**src/rtl/mem_stage.sv**
```systemverilog
// mem_stage: data-memory stage for single (LDR/STR) and block (LDM/STM) transfers.
// Drives the data-cache port, generates base-register writeback and stalls Execute
// while a transfer is in flight. Non-memory instructions pass through in one cycle.
// Optional feature: define MEMSTAGE_UNALIGNED_ROTATE_EN to rotate unaligned word loads.
module mem_stage (
    input  logic        clk,
    input  logic        Nrst,
    input  logic        stall,
    input  logic        flush,
    input  logic        inbubble,
    input  logic [31:0] insn,
    input  logic [31:0] base,
    input  logic [31:0] offset,
    input  logic [31:0] st_data,
    input  logic        in_write_reg,
    input  logic [3:0]  in_write_num,
    input  logic [31:0] in_write_data,
    output logic [3:0]  rf_sel,
    input  logic [31:0] rf_data,
    output logic [31:0] dc_addr,
    output logic        dc_rd_req,
    output logic        dc_wr_req,
    output logic [3:0]  dc_be,
    output logic [31:0] dc_wdata,
    input  logic [31:0] dc_rdata,
    input  logic        dc_ready,
    output logic        outstall,
    output logic        outbubble,
    output logic        write_reg,
    output logic [3:0]  write_num,
    output logic [31:0] write_data,
    output logic        wb_reg,
    output logic [3:0]  wb_num,
    output logic [31:0] wb_data
);

    typedef enum logic [0:0] {StIdle, StAccess} state_e;

    typedef struct packed {
        logic        bubble;
        logic        wr;
        logic [3:0]  wn;
        logic [31:0] wd;
        logic        wb;
        logic [3:0]  bn;
        logic [31:0] bd;
    } out_t;

    function automatic logic [3:0] lowest_bit(input logic [15:0] l);
        lowest_bit = 4'd0;
        for (int i = 15; i >= 0; i--) begin
            if (l[i]) lowest_bit = 4'(i);
        end
    endfunction

    function automatic logic [4:0] popcount(input logic [15:0] l);
        popcount = 5'd0;
        for (int i = 0; i < 16; i++) popcount = popcount + 5'(l[i]);
    endfunction

    state_e      state_q;
    out_t        out_q, skid_q, res;
    logic        skid_vld_q;
    logic        rd_q, wr_q;
    logic [3:0]  be_q;
    logic [31:0] wdata_q;
    logic [31:0] addr_q;
    logic [15:0] list_q;       // remaining beats; single transfers use a one-bit list
    logic        load_q, blk_q, byte_q, wb_en_q;
    logic [3:0]  rd_num_q, wb_num_q;
    logic [31:0] wb_val_q;

    logic        is_single, is_block, take, mem_start;
    logic        p_bit, u_bit, b_bit, w_bit, l_bit;
    logic [4:0]  n;
    logic [31:0] n4, ea, s_addr, b_addr, b_wb;
    logic        beat, final_beat;
    logic [15:0] list_nxt;
    logic [5:0]  sh;
    logic [31:0] word_data, byte_data, ld_data;
    logic        unused_ok;

    // Decode the incoming instruction and precompute addresses.
    always_comb begin
        is_single = insn[27:26] == 2'b01;
        is_block  = insn[27:25] == 3'b100;
        p_bit     = insn[24];
        u_bit     = insn[23];
        b_bit     = insn[22];
        w_bit     = insn[21];
        l_bit     = insn[20];
        n         = popcount(insn[15:0]);
        n4        = {25'd0, n, 2'b00};
        ea        = u_bit ? base + offset : base - offset;
        s_addr    = p_bit ? ea : base;
        b_addr    = u_bit ? base + (p_bit ? 32'd4 : 32'd0)
                          : base - n4 + (p_bit ? 32'd0 : 32'd4);
        b_wb      = u_bit ? base + n4 : base - n4;
        take      = !flush && !inbubble;
        // An empty block list is not a memory access at all.
        mem_start = take && (is_single || (is_block && n != 5'd0));
    end

    assign outstall = stall || (state_q == StAccess) || (state_q == StIdle && mem_start);

    // Result of a completing beat, plus the next STM register to read.
    always_comb begin
        beat       = (state_q == StAccess) && (rd_q || wr_q) && dc_ready;
        list_nxt   = list_q & (list_q - 16'd1);
        final_beat = list_nxt == 16'd0;
        sh         = {1'b0, addr_q[1:0], 3'b000};
        byte_data  = {24'd0, dc_rdata[sh[4:0] +: 8]};
`ifdef MEMSTAGE_UNALIGNED_ROTATE_EN
        word_data  = (dc_rdata >> sh) | (dc_rdata << (6'd32 - sh));
`else
        word_data  = dc_rdata;
`endif
        ld_data    = blk_q ? dc_rdata : (byte_q ? byte_data : word_data);
        res.bubble = !(load_q || final_beat);
        res.wr     = load_q;
        res.wn     = blk_q ? lowest_bit(list_q) : rd_num_q;
        res.wd     = ld_data;
        res.wb     = wb_en_q && final_beat;
        res.bn     = wb_num_q;
        res.bd     = wb_val_q;
        if (state_q == StIdle) rf_sel = lowest_bit(insn[15:0]);
        else if (beat)         rf_sel = lowest_bit(list_nxt);
        else                   rf_sel = lowest_bit(list_q);
    end

    // Single FSM: accept, issue cache requests, collect beats, skid under stall.
    always_ff @(posedge clk or negedge Nrst) begin
        if (!Nrst) begin
            state_q    <= StIdle;
            out_q      <= '{bubble: 1'b1, default: '0};
            skid_q     <= '0;
            skid_vld_q <= 1'b0;
            rd_q       <= 1'b0;
            wr_q       <= 1'b0;
            be_q       <= 4'h0;
            wdata_q    <= '0;
            addr_q     <= '0;
            list_q     <= '0;
            load_q     <= 1'b0;
            blk_q      <= 1'b0;
            byte_q     <= 1'b0;
            wb_en_q    <= 1'b0;
            rd_num_q   <= '0;
            wb_num_q   <= '0;
            wb_val_q   <= '0;
        end else begin
            unique case (state_q)
                StIdle: begin
                    if (!stall) begin
                        out_q.bubble <= 1'b1;
                        out_q.wr     <= 1'b0;
                        out_q.wb     <= 1'b0;
                        if (take && !is_single && !is_block) begin
                            out_q.bubble <= 1'b0;
                            out_q.wr     <= in_write_reg;
                            out_q.wn     <= in_write_num;
                            out_q.wd     <= in_write_data;
                        end else if (mem_start) begin
                            state_q  <= StAccess;
                            load_q   <= l_bit;
                            blk_q    <= is_block;
                            byte_q   <= is_single && b_bit;
                            rd_num_q <= insn[15:12];
                            list_q   <= is_block ? insn[15:0] : 16'h0001;
                            addr_q   <= is_block ? b_addr : s_addr;
                            wb_en_q  <= is_block ? w_bit : (w_bit || !p_bit);
                            wb_num_q <= insn[19:16];
                            wb_val_q <= is_block ? b_wb : ea;
                            rd_q     <= l_bit;
                            wr_q     <= !l_bit;
                            if (l_bit)                  be_q <= 4'h0;
                            else if (is_block || !b_bit) be_q <= 4'hF;
                            else                        be_q <= 4'b0001 << s_addr[1:0];
                            if (is_block)   wdata_q <= rf_data;
                            else if (b_bit) wdata_q <= {4{st_data[7:0]}};
                            else            wdata_q <= st_data;
                        end
                    end
                end
                StAccess: begin
                    if (beat) begin
                        rd_q   <= 1'b0;
                        wr_q   <= 1'b0;
                        list_q <= list_nxt;
                        addr_q <= addr_q + 32'd4;
                        if (stall) begin
                            skid_q     <= res;
                            skid_vld_q <= 1'b1;
                        end else begin
                            out_q <= res;
                            if (final_beat) begin
                                state_q <= StIdle;
                            end else begin
                                rd_q    <= load_q;
                                wr_q    <= !load_q;
                                be_q    <= load_q ? 4'h0 : 4'hF;
                                wdata_q <= rf_data;
                            end
                        end
                    end else if (!(rd_q || wr_q)) begin
                        // Request dropped under stall: drain skid, then finish or re-raise.
                        if (!stall) begin
                            if (skid_vld_q) begin
                                out_q      <= skid_q;
                                skid_vld_q <= 1'b0;
                            end else begin
                                out_q.bubble <= 1'b1;
                                out_q.wr     <= 1'b0;
                                out_q.wb     <= 1'b0;
                            end
                            if (list_q == 16'd0) begin
                                state_q <= StIdle;
                            end else begin
                                rd_q    <= load_q;
                                wr_q    <= !load_q;
                                be_q    <= load_q ? 4'h0 : 4'hF;
                                wdata_q <= rf_data;
                            end
                        end
                    end else if (!stall) begin
                        out_q.bubble <= 1'b1;
                        out_q.wr     <= 1'b0;
                        out_q.wb     <= 1'b0;
                    end
                end
                default: state_q <= StIdle;
            endcase
        end
    end

    assign dc_addr    = {addr_q[31:2], 2'b00};
    assign dc_rd_req  = rd_q;
    assign dc_wr_req  = wr_q;
    assign dc_be      = be_q;
    assign dc_wdata   = wdata_q;
    assign outbubble  = out_q.bubble;
    assign write_reg  = out_q.wr;
    assign write_num  = out_q.wn;
    assign write_data = out_q.wd;
    assign wb_reg     = out_q.wb;
    assign wb_num     = out_q.bn;
    assign wb_data    = out_q.bd;

    assign unused_ok = ^{insn[31:28], sh[5]};

endmodule

```
**config.mk**
```make
export PLATFORM = sky130hd
export DESIGN_NAME = mem_stage
export DESIGN_NICKNAME = d
export VERILOG_FILES = /design/src/rtl/mem_stage.sv
export SDC_FILE = /design/constraint.sdc
export NUM_CORES = 1
export LEC_CHECK = 0
export ABC_CLOCK_PERIOD_IN_PS = 6400
export CAP_MARGIN = 20
export CORE_ASPECT_RATIO = 2
export CORE_UTILIZATION = 31
export CTS_CLUSTER_SIZE = 25
export DETAILED_ROUTE_END_ITERATION = 10
export GPL_ROUTABILITY_DRIVEN = 0
export PLACE_DENSITY = 0.56
export SETUP_SLACK_MARGIN = 0.2
export SLEW_MARGIN = 20
export SYNTH_ARGS = -nofsm -noshare
export SYNTH_HDL_FRONTEND = slang
export SYNTH_SLANG_ARGS = --single-unit
```
**constraint.sdc**
```tcl
create_clock -name clk -period 6.4 [get_ports clk]
set_clock_uncertainty 0.1 [all_clocks]
set_input_delay 1.28 -clock clk [delete_from_list [all_inputs] [get_ports clk]]
set_output_delay 1.28 -clock clk [all_outputs]
set_load 0.05 [all_outputs]
```
Word-level counts from Yosys, hierarchy flattened --
Index checks and enable logic that the tools add are counted.
Word-level totals: flip-flop bits (word level) 282, bits in latches 0, bits in writable memories 0, bits in read-only memories 0, bits of input ports 235, output and inout bits 150, memories kept 0
Cells by class: add/subtract/negate cells 23, $mul 0, divide/modulo/power cells 0, magnitude comparators 0, equal/unequal tests 20, shift operators 2, mux-type cells 147, bitwise operators 4, reductions and logical operators 39
Operators with widths (number):
- $mux 32 | 23
- $mux 4 | 63
- $mux 75 | 3
- $mux 36 | 4
- $pmux 32 s2 | 2
- $mux 16 | 5
- $pmux 39 s2 | 1
- $add 32x3->32 | 2
- $add 5x1->5 | 11
- $mux 39 | 1
- $mux 38 | 1
- $mux 1 | 34
- $add 32x3->32 const B | 1
- $add 32x32->32 | 1
- $add 32x7->32 | 1
- $logic_not 16->1 | 2
- $pmux 16 s2 | 1
- $shiftx 32x6->8 | 1
- $sub 32x32->32 | 1
- $sub 32x7->32 | 1
- $and 16x16->16 | 1
- $sub 16x1->16 const B | 1
- $ne 2x2->1 const B | 7
- $ne 3x3->1 const B | 4
- 26 further kinds | 63

Depth between registers and ports, before layout --
depth after elaboration 23, mapped depth 28, mapped depth without buffers 25

Worst setup path before layout --
OpenSTA, ideal clock, no wires.
kind input to register, start in insn[0], end reg addr_q[30], library setup time 126 ps, data arrival time 7091 ps, required time 6174 ps, path slack -917 ps, stages on the path 25, buffers on the path 2, cells stage by stage inv_1 fa_1 fa_1 fa_1 fa_1 inv_1 ha_1 a21o_1 a21oi_1 xor2_1 inv_1 ha_1 clkbuf_1 nor2b_1 a211oi_2 or3_1 xnor2_1 o21ai_1 or3b_1 clkbuf_1 nor2_1 nand3_1 xor2_1 nor2_1 o32a_1
Between the ends: cells in the longest elaborated chain, start to end 23, elaborated cells between the ends (all ways) 29, those cells by class add/sub (17); eq/ne (1); mux (6); reduce/logical (5)
RTL lines:
- from (decl) | RTL line 11 | input logic [31:0] insn,
- $add 1x1->2 * | RTL line 58 | for (int i = 0; i < 16; i++) popcount = popcount + 5'(l[i]);
- $add 2x1->3 * | RTL line 58
- $add 3x1->4 * | RTL line 58
- $add 4x1->5 * | RTL line 58
- $add 5x1->5 * (11 in series) | RTL line 58
- $sub 32x7->32 | RTL line 97 | : base - n4 + (p_bit ? 32'd0 : 32'd4);
- $add 32x3->32 | RTL line 97
- $mux 32 | RTL line 96 | b_addr = u_bit ? base + (p_bit ? 32'd4 : 32'd0)
- $mux 32 | RTL line 170 | addr_q <= is_block ? b_addr : s_addr;
- $mux 32 | RTL line 163 | end else if (mem_start) begin
- $mux 32 | RTL line 158 | if (take && !is_single && !is_block) begin
- $mux 32 | RTL line 154 | if (!stall) begin
- $pmux 32 s2 | RTL line 152 | unique case (state_q)
- to (signal assigned) | RTL line 170
- to (signal assigned) | RTL line 190 | addr_q <= addr_q + 32'd4;
- to (decl) | RTL line 67 | logic [31:0] addr_q;
Every way passes the cells marked *; elsewhere a longest branch is shown, timed or not. The select of a mux whose other input is x is not followed. A chain may end at the register's enable or synchronous reset.

Worst setup path in the final report --
start in insn[5], end reg addr_q[11]
Between the ends: cells in the longest elaborated chain, start to end 19, elaborated cells between the ends (all ways) 25, those cells by class add/sub (13); eq/ne (1); mux (6); reduce/logical (5)
RTL lines (RTL line):
- $add 5x1->5 * (11 in series) | 58
- $sub 32x7->32 | 97
- $add 32x3->32 | 97
- $mux 32 | 96
- $mux 32 | 170
- $mux 32 | 163
- $mux 32 | 158
- $mux 32 | 154
- $pmux 32 s2 | 152
Marked as above.

==> metrics.txt <==
RR Endpoint=addr_q[29]$_DFFE_PN0P_; initial antenna violation count=5; Via Count=22.0k; maximum VDD drop=around 0.31 mV; mapped cell area=between 20000 and 25000 µm²; Leak Pwr=12.2 nW; Antenna Violating Nets Remaining=0; final std cells w/o fill=~3.9k; most common cell in the synthesized netlist=nand2_1; Hold Slack=between 0.3 and 0.4 ns; CTS Sinks=282; Main synth FF type=dfrtp_1; Crit Path Class=in -> reg; crit path capture=addr_q[11]$_DFFE_PN0P_; drc violations=0; final-stage net count=3312; Die ar.=67500 µm²; Hold Path Class=reg -> reg; most area-consuming cells after synthesis=dfrtp_1 (34%), nand2_1 (7.8%), o21ai_0 (7.4%); Worst Tran Pin Value=1.27 ns; number of max-cap violations=0; first-pass GRT wire length=approximately 140000 µm; Mapped Cells=2550; maximum number of pins on one net before global-route repair=149; Vias/cell=roughly 5.6; Post-synth ARST share=100%; I/O Pins=385; Tot GR Track Use=between 20 and 30%; Slowest cell on crit path=fa_2; r2r startpoint=state_q$_DFF_PN0_; Worst Setup End Kind=flip-flop; grt ovf=0; routed length per placed instance=between 20 and 25 µm; Max Slew Vio Count=0; flop-to-flop setup slack=2.54 ns; Avg Inst Size Synth=8.07 µm²; vias in the first global route=around 22k; most frequent cells after synthesis=nand2_1 (430), o21ai_0 (305), dfrtp_1 (281); Pre-Repair DR Iteration Count=7; RSZ-0062 raised after global routing=true; Syn-to-layout area delta=40.7%; hold_sp=write_data[15]$_DFFE_PN0P_; CTS tree=done; Setup TNS Final=-6.86 ns; H-tree depth=1; CP startpoint=insn[5]; Fmax achieved=between 100 and 150 MHz; type of origin of the critical path=input pin; clk_lat worst skew=0.60 ns; core area=65700 µm²; post-synth top area share=34.2%; cell mode on critical path=buf_4; crit path setup slack, layout=-0.421 ns; Post-DP Area=26400 µm²; Synth cell types=91; row count=approximately 130; worst endpoint required time=roughly 7 ns; Min Clock Period, post-route=between 6 and 7 ns; PD cells=421 nW/µm²; R2R depth=8; final period utilization=107%; endpoints failing setup=29; CTS Buffer Depth=3; design area=29000 µm²; WL final=95600 µm; IO buf count=approximately 380; clock slew at the register clock pins of the worst setup and hold paths=0.06 ns; max FFs per register=75; cts bufs inserted=30; YS warnings=0; Starting DRT DRC Count=2086; Final Hold Vio Count=0; status=finished with violations; Seq/Total Area, Yosys=34.3%; worst-path fanout max=3; initial core utilization=31.3%; Yosys reg bits=282; CP peak stage delay=0.63 ns; Chip Width=184 µm; pre-CTS setup slack=-1.76 ns; Die Y=366 µm; Biggest register=skid_q; Tot Pwr=around 12 mW; leading area contributor after synthesis=dfrtp_1; Slew headroom=14.9%; share of post-route cells with drive strength above 1=between 15 and 20%; placed cell count=3800; failing checks=negative setup slack; DP Wirelength=just under 70000 µm; EDFF count, synth=0; Core Util, Final=44.1%; Root Buffer=clkbuf_16; crit path DAT=7.25 ns
repair_timing:
item | 4_1_cts | 5_1_grt
resized for setup | 183 | 122
cloned | 0 | 3
buffers inserted | 34 | 18
hold buffers | 0 | 0
setup endpoints to repair | 119 | 115
pin swaps | 92 | 78
report_power, final:
| group | total [mW] | switching [mW] | internal (mW) | leakage, nW |
|---|---|---|---|---|
| Combinational | 7.21 | 4.37 | 2.84 | 8.10 |
| Sequential | 3.18 | 0.690 | 2.49 | 3.61 |
| Clock | 1.79 | 0.790 | 0.996 | 0.482 |
how the worst min path moves through the flow:
| stage | endpoint | cells after the start |
|---|---|---|
| finish | write_data[15]$_DFFE_PN0P_ | 2 |
| global route | write_data[14]$_DFFE_PN0P_ | 2 |
| CTS | write_data[15]$_DFFE_PN0P_ | 2 |
| detailed placement | write_data[15]$_DFFE_PN0P_ | 2 |
| global placement | skid_q[74]$_DFFE_PN0P_ | 2 |
| floorplan | wb_en_q$_DFFE_PN0P_ | 2 |
layout by cell type, fill, tap and decap left out, drive strengths merged, types with 64 or more instances in the layout:
cell type	synthesis	final
nand2	431	431
clkdlybuf4s50	0	364
o21ai	308	308
dfrtp	281	281
buf	63	274
nor2	181	181
a21oi	143	143
mux2i	99	99
inv	76	77
xor2	74	74
xnor2	67	67
nand3	64	64
nor3	64	64
critical path, delay by kind of cell:
family	cells	cell delay [ns]
adder cells (fa/ha/maj)	7	2.73
buffers and inverters	12	1.30
AND/OR/NAND/NOR	5	0.74
AO/OA/AOI/OAI	3	0.57
XOR/XNOR	2	0.37
multiplexers	1	0.24
logic make-up (layout without fill, tap and decap cells):
| group | after synthesis | in the layout | synth area share, % |
|---|---|---|---|
| simple gates | 899 | 899 | 19.8 |
| mux | 144 | 144 | 7.28 |
| compound gates | 725 | 725 | 22.0 |
| other cells | 1 | 3 | 0.0182 |
| flops | 282 | 282 | 34.3 |
| buf+inv | 288 | 769 | 5.96 |
| xor+xnor | 141 | 141 | 6.00 |
| fa+ha+maj | 70 | 70 | 4.69 |
layout make-up:
class	count	area [µm²]
sequential	282	7060
tap	877	1100
timing repair buffer	639	5960
antenna	1	2.50
clock buffer	46	891
fill	6424	36800
clock inverter	8	83.8
multi-input combinational	1981	13600
inverter	76	300
layer usage:
layer | vias up | wire, µm | GRT usage (%)
li1 | 9953 | - | -
met1 | 10500 | 33200 | 29.7
met2 | 1158 | 47400 | 48.3
met3 | 375 | 6940 | 5.09
met4 | 4 | 8060 | 19.6
met5 | - | 23 | 0
Power figures use the tool's default switching activity.
